[src/rtl/mhp_pkg.sv]
// Shared MHP link constants and the SCS checksum step used by both link directions.
// Consumers: mhp_scs_accum, frame_disassembly (optional MHP_ADDR_FILTER_EN lives in the top).
package mhp_pkg;

    localparam int MHP_FRAME_LEN     = 51;
    localparam int MHP_PAYLOAD_BYTES = 42;

    localparam int OFS_DST  = 0;
    localparam int OFS_SRC  = 2;
    localparam int OFS_SIZE = 4;
    localparam int OFS_TD   = 6;
    localparam int OFS_PAY  = 7;
    localparam int OFS_SCS  = 49;

    localparam logic [15:0] MHP_BCAST_ADDR = 16'hFFFF;

    // Each byte is weighted by 1, 2, 4 or 8 depending on its position modulo 4.
    function automatic logic [15:0] mhp_scs_step(input logic [15:0] acc,
                                                 input logic [7:0]  data,
                                                 input logic [1:0]  idx);
        return acc + ({8'h00, data} << idx);
    endfunction

endpackage

[src/rtl/mhp_scs_accum.sv]
// SCS checksum accumulator: clear and/or add one byte per cycle with a rotating 2-bit weight.
// Clear and add in the same cycle loads the byte as the first term of a new sum.
module mhp_scs_accum
    import mhp_pkg::*;
(
    input  logic        clk,
    input  logic        rst,
    input  logic        clr_i,
    input  logic        add_i,
    input  logic [7:0]  byte_i,
    output logic [15:0] acc_o
);

    logic [15:0] acc_q, acc_d;
    logic [1:0]  sh_q, sh_d;

    always_comb begin
        acc_d = acc_q;
        sh_d  = sh_q;
        if (clr_i) begin
            acc_d = 16'h0000;
            sh_d  = 2'd0;
        end
        if (add_i) begin
            acc_d = mhp_scs_step(acc_d, byte_i, sh_d);
            sh_d  = sh_d + 2'd1;
        end
    end

    always_ff @(posedge clk) begin
        if (rst) begin
            acc_q <= 16'h0000;
            sh_q  <= 2'd0;
        end else begin
            acc_q <= acc_d;
            sh_q  <= sh_d;
        end
    end

    assign acc_o = acc_q;

endmodule

[src/rtl/frame_disassembly.sv]
// MHP receive path: collects 51-byte frames, checks SCS, publishes decoded fields with a valid pulse.
// Optional MHP_ADDR_FILTER_EN drops frames not addressed to i_my_addr or broadcast.
module frame_disassembly
    import mhp_pkg::*;
#(
    parameter int TIMEOUT_CYCLES = 64
) (
    input  logic                           clk,
    input  logic                           rst,
    input  logic [7:0]                     i_rdata,
    input  logic                           i_rvalid,
    input  logic [15:0]                    i_my_addr,
    output logic [15:0]                    o_dst,
    output logic [15:0]                    o_src,
    output logic [15:0]                    o_size,
    output logic                           o_dir,
    output logic [6:0]                     o_type,
    output logic [8*MHP_PAYLOAD_BYTES-1:0] o_payload,
    output logic                           o_frame_valid,
    output logic                           o_scs_err,
    output logic                           o_timeout,
    output logic                           o_busy
);

    localparam logic [0:0] S_IDLE = 1'b0;
    localparam logic [0:0] S_RECV = 1'b1;

    localparam int              GW       = $clog2(TIMEOUT_CYCLES + 1);
    localparam logic [GW-1:0]   GAP_LIM  = GW'(TIMEOUT_CYCLES);
    localparam logic [5:0]      CNT_SCS  = 6'(OFS_SCS);
    localparam logic [5:0]      CNT_LAST = 6'(MHP_FRAME_LEN - 1);

    logic [0:0]    state_q, state_d;
    logic [5:0]    cnt_q, cnt_d;
    logic [GW-1:0] gap_q, gap_d;
    logic [7:0]    rx_scs_q, rx_scs_d;
    logic          frame_valid_q, frame_valid_d;
    logic          scs_err_q, scs_err_d;
    logic          timeout_q, timeout_d;

    logic [15:0]                    dst_q, src_q, size_q;
    logic [7:0]                     td_q;
    logic [8*MHP_PAYLOAD_BYTES-1:0] pay_q;

    // Bytes 0..48 only; the two SCS bytes never need storing.
    logic [7:0] buf_q [0:OFS_SCS-1];
    logic       buf_we;
    logic [5:0] buf_idx;

    logic        acc_clr, acc_add, load, addr_ok;
    logic [15:0] acc;
    logic [15:0] dst_rx, src_rx, size_rx;
    logic [8*MHP_PAYLOAD_BYTES-1:0] pay_rx;

    mhp_scs_accum u_scs (
        .clk    (clk),
        .rst    (rst),
        .clr_i  (acc_clr),
        .add_i  (acc_add),
        .byte_i (i_rdata),
        .acc_o  (acc)
    );

    assign dst_rx  = {buf_q[OFS_DST+1],  buf_q[OFS_DST]};
    assign src_rx  = {buf_q[OFS_SRC+1],  buf_q[OFS_SRC]};
    assign size_rx = {buf_q[OFS_SIZE+1], buf_q[OFS_SIZE]};

    for (genvar gi = 0; gi < MHP_PAYLOAD_BYTES; gi++) begin : g_pay
        assign pay_rx[8*gi +: 8] = buf_q[OFS_PAY+gi];
    end

`ifdef MHP_ADDR_FILTER_EN
    logic [15:0] my_addr_q;

    always_ff @(posedge clk) begin
        if (rst) begin
            my_addr_q <= 16'h0000;
        end else if (state_q == S_RECV && i_rvalid && cnt_q == 6'd1) begin
            my_addr_q <= i_my_addr;
        end
    end

    assign addr_ok = (dst_rx == my_addr_q) || (dst_rx == MHP_BCAST_ADDR);
`else
    logic unused_my_addr;
    assign unused_my_addr = ^i_my_addr;
    assign addr_ok        = 1'b1;
`endif

    always_comb begin
        state_d       = state_q;
        cnt_d         = cnt_q;
        gap_d         = gap_q;
        rx_scs_d      = rx_scs_q;
        frame_valid_d = 1'b0;
        scs_err_d     = 1'b0;
        timeout_d     = 1'b0;
        acc_clr       = 1'b0;
        acc_add       = 1'b0;
        buf_we        = 1'b0;
        buf_idx       = cnt_q;
        load          = 1'b0;
        case (state_q)
            S_IDLE: begin
                gap_d   = '0;
                buf_idx = 6'd0;
                if (i_rvalid) begin
                    acc_clr = 1'b1;
                    acc_add = 1'b1;
                    buf_we  = 1'b1;
                    cnt_d   = 6'd1;
                    state_d = S_RECV;
                end
            end
            default: begin
                if (i_rvalid) begin
                    gap_d = '0;
                    cnt_d = cnt_q + 6'd1;
                    if (cnt_q < CNT_SCS) begin
                        buf_we  = 1'b1;
                        acc_add = 1'b1;
                    end else if (cnt_q == CNT_SCS) begin
                        rx_scs_d = i_rdata;
                    end else if (cnt_q == CNT_LAST) begin
                        // Low SCS byte arrives live; compare without waiting a cycle.
                        state_d = S_IDLE;
                        cnt_d   = 6'd0;
                        if (addr_ok) begin
                            load          = 1'b1;
                            frame_valid_d = 1'b1;
                            scs_err_d     = (acc != {rx_scs_q, i_rdata});
                        end
                    end
                end else if (gap_q + GW'(1) == GAP_LIM) begin
                    timeout_d = 1'b1;
                    state_d   = S_IDLE;
                    cnt_d     = 6'd0;
                    gap_d     = '0;
                end else begin
                    gap_d = gap_q + GW'(1);
                end
            end
        endcase
    end

    always_ff @(posedge clk) begin
        if (buf_we) begin
            buf_q[buf_idx] <= i_rdata;
        end
    end

    always_ff @(posedge clk) begin
        if (rst) begin
            state_q       <= S_IDLE;
            cnt_q         <= 6'd0;
            gap_q         <= '0;
            rx_scs_q      <= 8'h00;
            frame_valid_q <= 1'b0;
            scs_err_q     <= 1'b0;
            timeout_q     <= 1'b0;
            dst_q         <= 16'h0000;
            src_q         <= 16'h0000;
            size_q        <= 16'h0000;
            td_q          <= 8'h00;
            pay_q         <= '0;
        end else begin
            state_q       <= state_d;
            cnt_q         <= cnt_d;
            gap_q         <= gap_d;
            rx_scs_q      <= rx_scs_d;
            frame_valid_q <= frame_valid_d;
            scs_err_q     <= scs_err_d;
            timeout_q     <= timeout_d;
            if (load) begin
                dst_q  <= dst_rx;
                src_q  <= src_rx;
                size_q <= size_rx;
                td_q   <= buf_q[OFS_TD];
                pay_q  <= pay_rx;
            end
        end
    end

    assign o_dst         = dst_q;
    assign o_src         = src_q;
    assign o_size        = size_q;
    assign o_dir         = td_q[7];
    assign o_type        = td_q[6:0];
    assign o_payload     = pay_q;
    assign o_frame_valid = frame_valid_q;
    assign o_scs_err     = scs_err_q;
    assign o_timeout     = timeout_q;
    assign o_busy        = (state_q == S_RECV);

endmodule
[config.mk]
export PLATFORM = sky130hd
export DESIGN_NAME = frame_disassembly
export DESIGN_NICKNAME = d
export VERILOG_FILES = /design/src/rtl/mhp_pkg.sv /design/src/rtl/mhp_scs_accum.sv /design/src/rtl/frame_disassembly.sv
export SDC_FILE = /design/constraint.sdc
export NUM_CORES = 1
export LEC_CHECK = 0
export CORE_ASPECT_RATIO = 1.1
export CORE_UTILIZATION = 53
export DETAILED_ROUTE_END_ITERATION = 8
export PLACE_DENSITY_LB_ADDON = 0.2
export SYNTH_ARGS = -nofsm -noshare
export SYNTH_HDL_FRONTEND = slang
export SYNTH_HIERARCHICAL = 1
export SYNTH_SLANG_ARGS = --single-unit
[constraint.sdc]
create_clock -name clk -period 3.9 [get_ports clk]
set_input_delay 0.78 -clock clk [delete_from_list [all_inputs] [get_ports clk]]
set_output_delay 0.78 -clock clk [all_outputs]
set_load 0.02 [all_outputs]
==> flow_summary.rst <==
.. list-table::
   :header-rows: 1

   * - Metric
     - Value
   * - Max-slew headroom
     - 0.3829
   * - Synth Warn #
     - 6
   * - Buffer and inverter count on the worst path
     - 3
   * - Final std cells w/o fill
     - 2875
   * - Switching power as a share of total power
     - 0.2070
   * - Final count of negative-setup-slack endpoints
     - 0
   * - Area growth from synthesis to layout
     - 29.07%
   * - Standby leakage power
     - 12.34 nW
   * - Quantity of hold-fixing buffers added after cts
     - 0
   * - NumNets Final
     - 2201
   * - Worst hold stages
     - 1
   * - Portion of synthesized cell area occupied by the leading cell type
     - 0.4415
   * - Number of routed nets with antenna violations
     - 0
   * - Final setup TNS
     - 0 ns
   * - Synth Net Count
     - 1730
   * - Share of final-layout standard cells stronger than drive strength 1
     - 0.09905
   * - Mapped Area
     - 0.02666 mm²
   * - Synth top cells by count
     - dfxtp_1 (435), a22o_1 (392), edfxtp_1 (392), nor2_1 (87), buf_2 (53)
   * - Number of iterations in the first detailed-routing pass
     - 5
   * - Number of buffers between clock root and the deepest sink
     - 3
   * - Overall global routing resource usage
     - 0.2687
   * - Total wirelength of the detailed-routed design
     - 69.08 mm
   * - Port Buf Inserts
     - 406
   * - Cell area power density
     - 497.9 mW/mm²
   * - Kind of path behind the tightest hold check
     - reg2reg
   * - Kind of cell adding the most delay to the critical path
     - simple AND/OR/NAND/NOR gates
   * - Initial DRC count
     - 1300
   * - Global-route wire length before repair
     - 103.2 mm
   * - Total placed cells including tap cells
     - 2728
   * - Number of design rule violations left after detail routing
     - 0
   * - Crit path required time
     - 4.40 ns
   * - Post-route clock period utilization
     - 0.8659
   * - Worst reg2reg setup slack
     - 0.75 ns
   * - Register clock-pin slew on the reported worst setup and hold paths
     - 0.06 ns
   * - Setup skew after layout
     - 0.01964 ns
   * - Routability congestion estimate from global placement
     - 0.8540
   * - Antenna violations before repair
     - 5
   * - Ranking of synthesized cells by area
     - edfxtp_1 (44%), dfxtp_1 (33%), a22o_1 (13%)
   * - Delay of the slowest critical-path stage
     - 0.48 ns
   * - Flop and latch count out of synthesis
     - 827
   * - Worst EP arrival
     - 3.88 ns
   * - I/O pin cnt
     - 423
   * - Chip height
     - 237.2 µm
   * - Reg2reg start
     - o_busy
   * - Maximum vdd drop
     - 0.4217 mV
   * - HPWL Detailed
     - 42.85 mm
   * - Post-route minimum period
     - 3.377 ns
   * - Number of max-slew violations in the final report
     - 0
   * - Dpl cell area
     - 0.03183 mm²
   * - Post-route cell area
     - 0.03441 mm²
   * - Maxcap violations
     - 0
   * - Final design utilization
     - 0.6973
   * - Cells resized by post-CTS repair
     - 0
   * - Crit Path Class
     - in2reg
   * - Number of synthesized flops with an enable pin
     - 392
   * - Cell type contributing the most total cell area after synthesis
     - edfxtp_1
   * - Root buffer selected by CTS
     - clkbuf_16
   * - Vias post-DR
     - 16420
   * - Initial standard-cell utilization of the core
     - 0.5402
   * - End of the worst hold path
     - o_payload[69]
   * - Std cell rows
     - 85
   * - Total power
     - 0.01713 W
   * - Area of the core region
     - 0.04935 mm²
   * - Reg2Reg Depth
     - 13
   * - Unique cell type count in the Yosys netlist
     - 58
   * - Sequential share of power
     - 0.532
   * - Internal power of the cells
     - 0.01359 W
   * - Worst hold path startpoint
     - buf_q[15][5]
   * - Count of mapped cells out of synthesis
     - 1685
   * - Worst slew pin tran
     - 0.9195 ns
   * - Psw
     - 0.003546 W
   * - Combinational Power Share
     - 0.027
   * - Number of hold violations in the final report
     - 0
   * - Dominant cell by count in the synthesized netlist
     - dfxtp_1
   * - Die width
     - 215.8 µm
   * - Largest net degree at the start of global routing
     - 144
   * - Crit-path max FO
     - 10
   * - Post-synthesis sequential area ratio
     - 0.7682
   * - Post-DR vias/cell
     - 5.711
   * - Latest clock arrival within the worst-skew pair
     - 0.63 ns
   * - Proportion of power drawn by the clock network
     - 0.441
   * - Number of clock sinks seen by CTS
     - 827
   * - Critical Path Start Type
     - primary input
   * - Overall die area
     - 0.05120 mm²
   * - Cell type with the highest occurrence count on the critical path
     - nor2_1
   * - Setup repair after global routing missed its margin
     - false
   * - End of the worst register-to-register path
     - u_scs/acc_o[15]
   * - Result of the run
     - completed
   * - Wire per inst
     - 24.03 µm
   * - Avg Cell Area, Syn
     - 15.82 µm²
   * - Maximum clock frequency
     - 296.1 MHz
   * - Cell with the biggest individual delay on the critical path
     - clkdlybuf4s50_1
   * - Total congestion overflow
     - 0
   * - Vias in the first global route
     - 16180
   * - Proportion of register bits with asynchronous set or reset after synthesis
     - 0
   * - Endpoint class of the critical path
     - flop
   * - Number of buffers inserted to repair setup after CTS
     - 0
   * - Cells along the critical path
     - clkdlybuf4s50_1 -> inv_1 -> nor2_1 -> nand2b_1 -> buf_4 -> mux2i_1 -> nor2_1 -> ha_1 -> and3_1 -> nand4_1 -> a21oi_1 -> o2111ai_1 -> xor2_1 -> nor3_2
   * - Deepest level of the CTS H-tree
     - 3
   * - Clock tree from TritonCTS
     - built
   * - Flip-flop cell with the highest count after synthesis
     - dfxtp_1
   * - TritonCTS buffer count
     - 78
-- flip-flops by register name (all words and copies together) (netlist names) --
signal         count
o_size            16
o_dir              1
rx_scs_q           8
o_payload        336
o_type             7
gap_q              7
o_busy             1
o_timeout          1
o_scs_err          1
buf_q            392
u_scs/sh_q         2
cnt_q              6
o_src             16
o_frame_valid      1
u_scs/acc_o       16
o_dst             16
-- power by group through the flow --
stage | registers (W) | logic, W | clock network [W]
after floorplan | 0.00930 | 0.000246 | 0
after global placement | 0.00931 | 0.000450 | 0
after detailed placement | 0.00931 | 0.000458 | 0
after CTS | 0.00912 | 0.000461 | 0.00765
after global routing | 0.00912 | 0.000495 | 0.00801
final | 0.00912 | 0.000464 | 0.00755
-- logic make-up after synthesis --
logic type | share of synthesized area
xor+xnor | 0.01051
compound gates | 0.1459
flops | 0.7682
simple gates | 0.03797
mux | 0.01056
fa+ha+maj | 0.008729
buf+inv | 0.01812
-- metrics by stage --
step / hold WS, ns / setup WS, ns
finish: 0.4420 / 0.5229
global route: 0.4561 / 0.3173
CTS: 0.4422 / 0.5687
detailed placement: 0.4398 / -0.07975
global placement: 0.4381 / -0.03438
floorplan: 0.4355 / 0.7056
-- layout make-up --
class                      count  area, µm²
fill                        3272      14940
clock buffer                 116       2238
tap                          652      815.8
antenna                        2      5.005
timing repair buffer         496       4812
sequential                   827      20480
multi-input combinational    747       5698
inverter                       6      22.52
clock inverter                29      336.6
-- cells in the final DEF (no fill, tap or decap), drive strengths merged, types with 17 or more instances in the layout --
| cell type | netlist | final |
|---|---|---|
| nor2 | 87 | 87 |
| mux2i | 27 | 27 |
| clkinv | 0 | 17 |
| edfxtp | 392 | 392 |
| xor2 | 17 | 17 |
| nand2 | 39 | 39 |
| ha | 17 | 17 |
| a22o | 392 | 392 |
| a21oi | 22 | 22 |
| buf | 55 | 98 |
| clkdlybuf4s50 | 0 | 398 |
| clkbuf | 50 | 116 |
| dfxtp | 435 | 435 |
-- routing by layer --
metal,up-vias,wire [µm],global-route usage
li1,7427,-,-
met1,8283,28740,0.3542
met2,608,33360,0.4363
met4,2,1816,0.09026
met3,100,5149,0.06564
met5,-,14,0
-- worst max path at each step --
stage	from	end	slack (ns)	cells past startpoint
CTS	i_rvalid	u_scs/acc_o[15]	0.57	14
global route	i_rvalid	u_scs/acc_o[15]	0.32	14
finish	i_rvalid	u_scs/acc_o[15]	0.52	14
detailed placement	i_rvalid	u_scs/acc_o[15]	-0.08	14
floorplan	i_rvalid	u_scs/acc_o[8]	0.71	14
global placement	i_rvalid	u_scs/acc_o[15]	-0.03	14
Power figures use the tool's default switching activity.
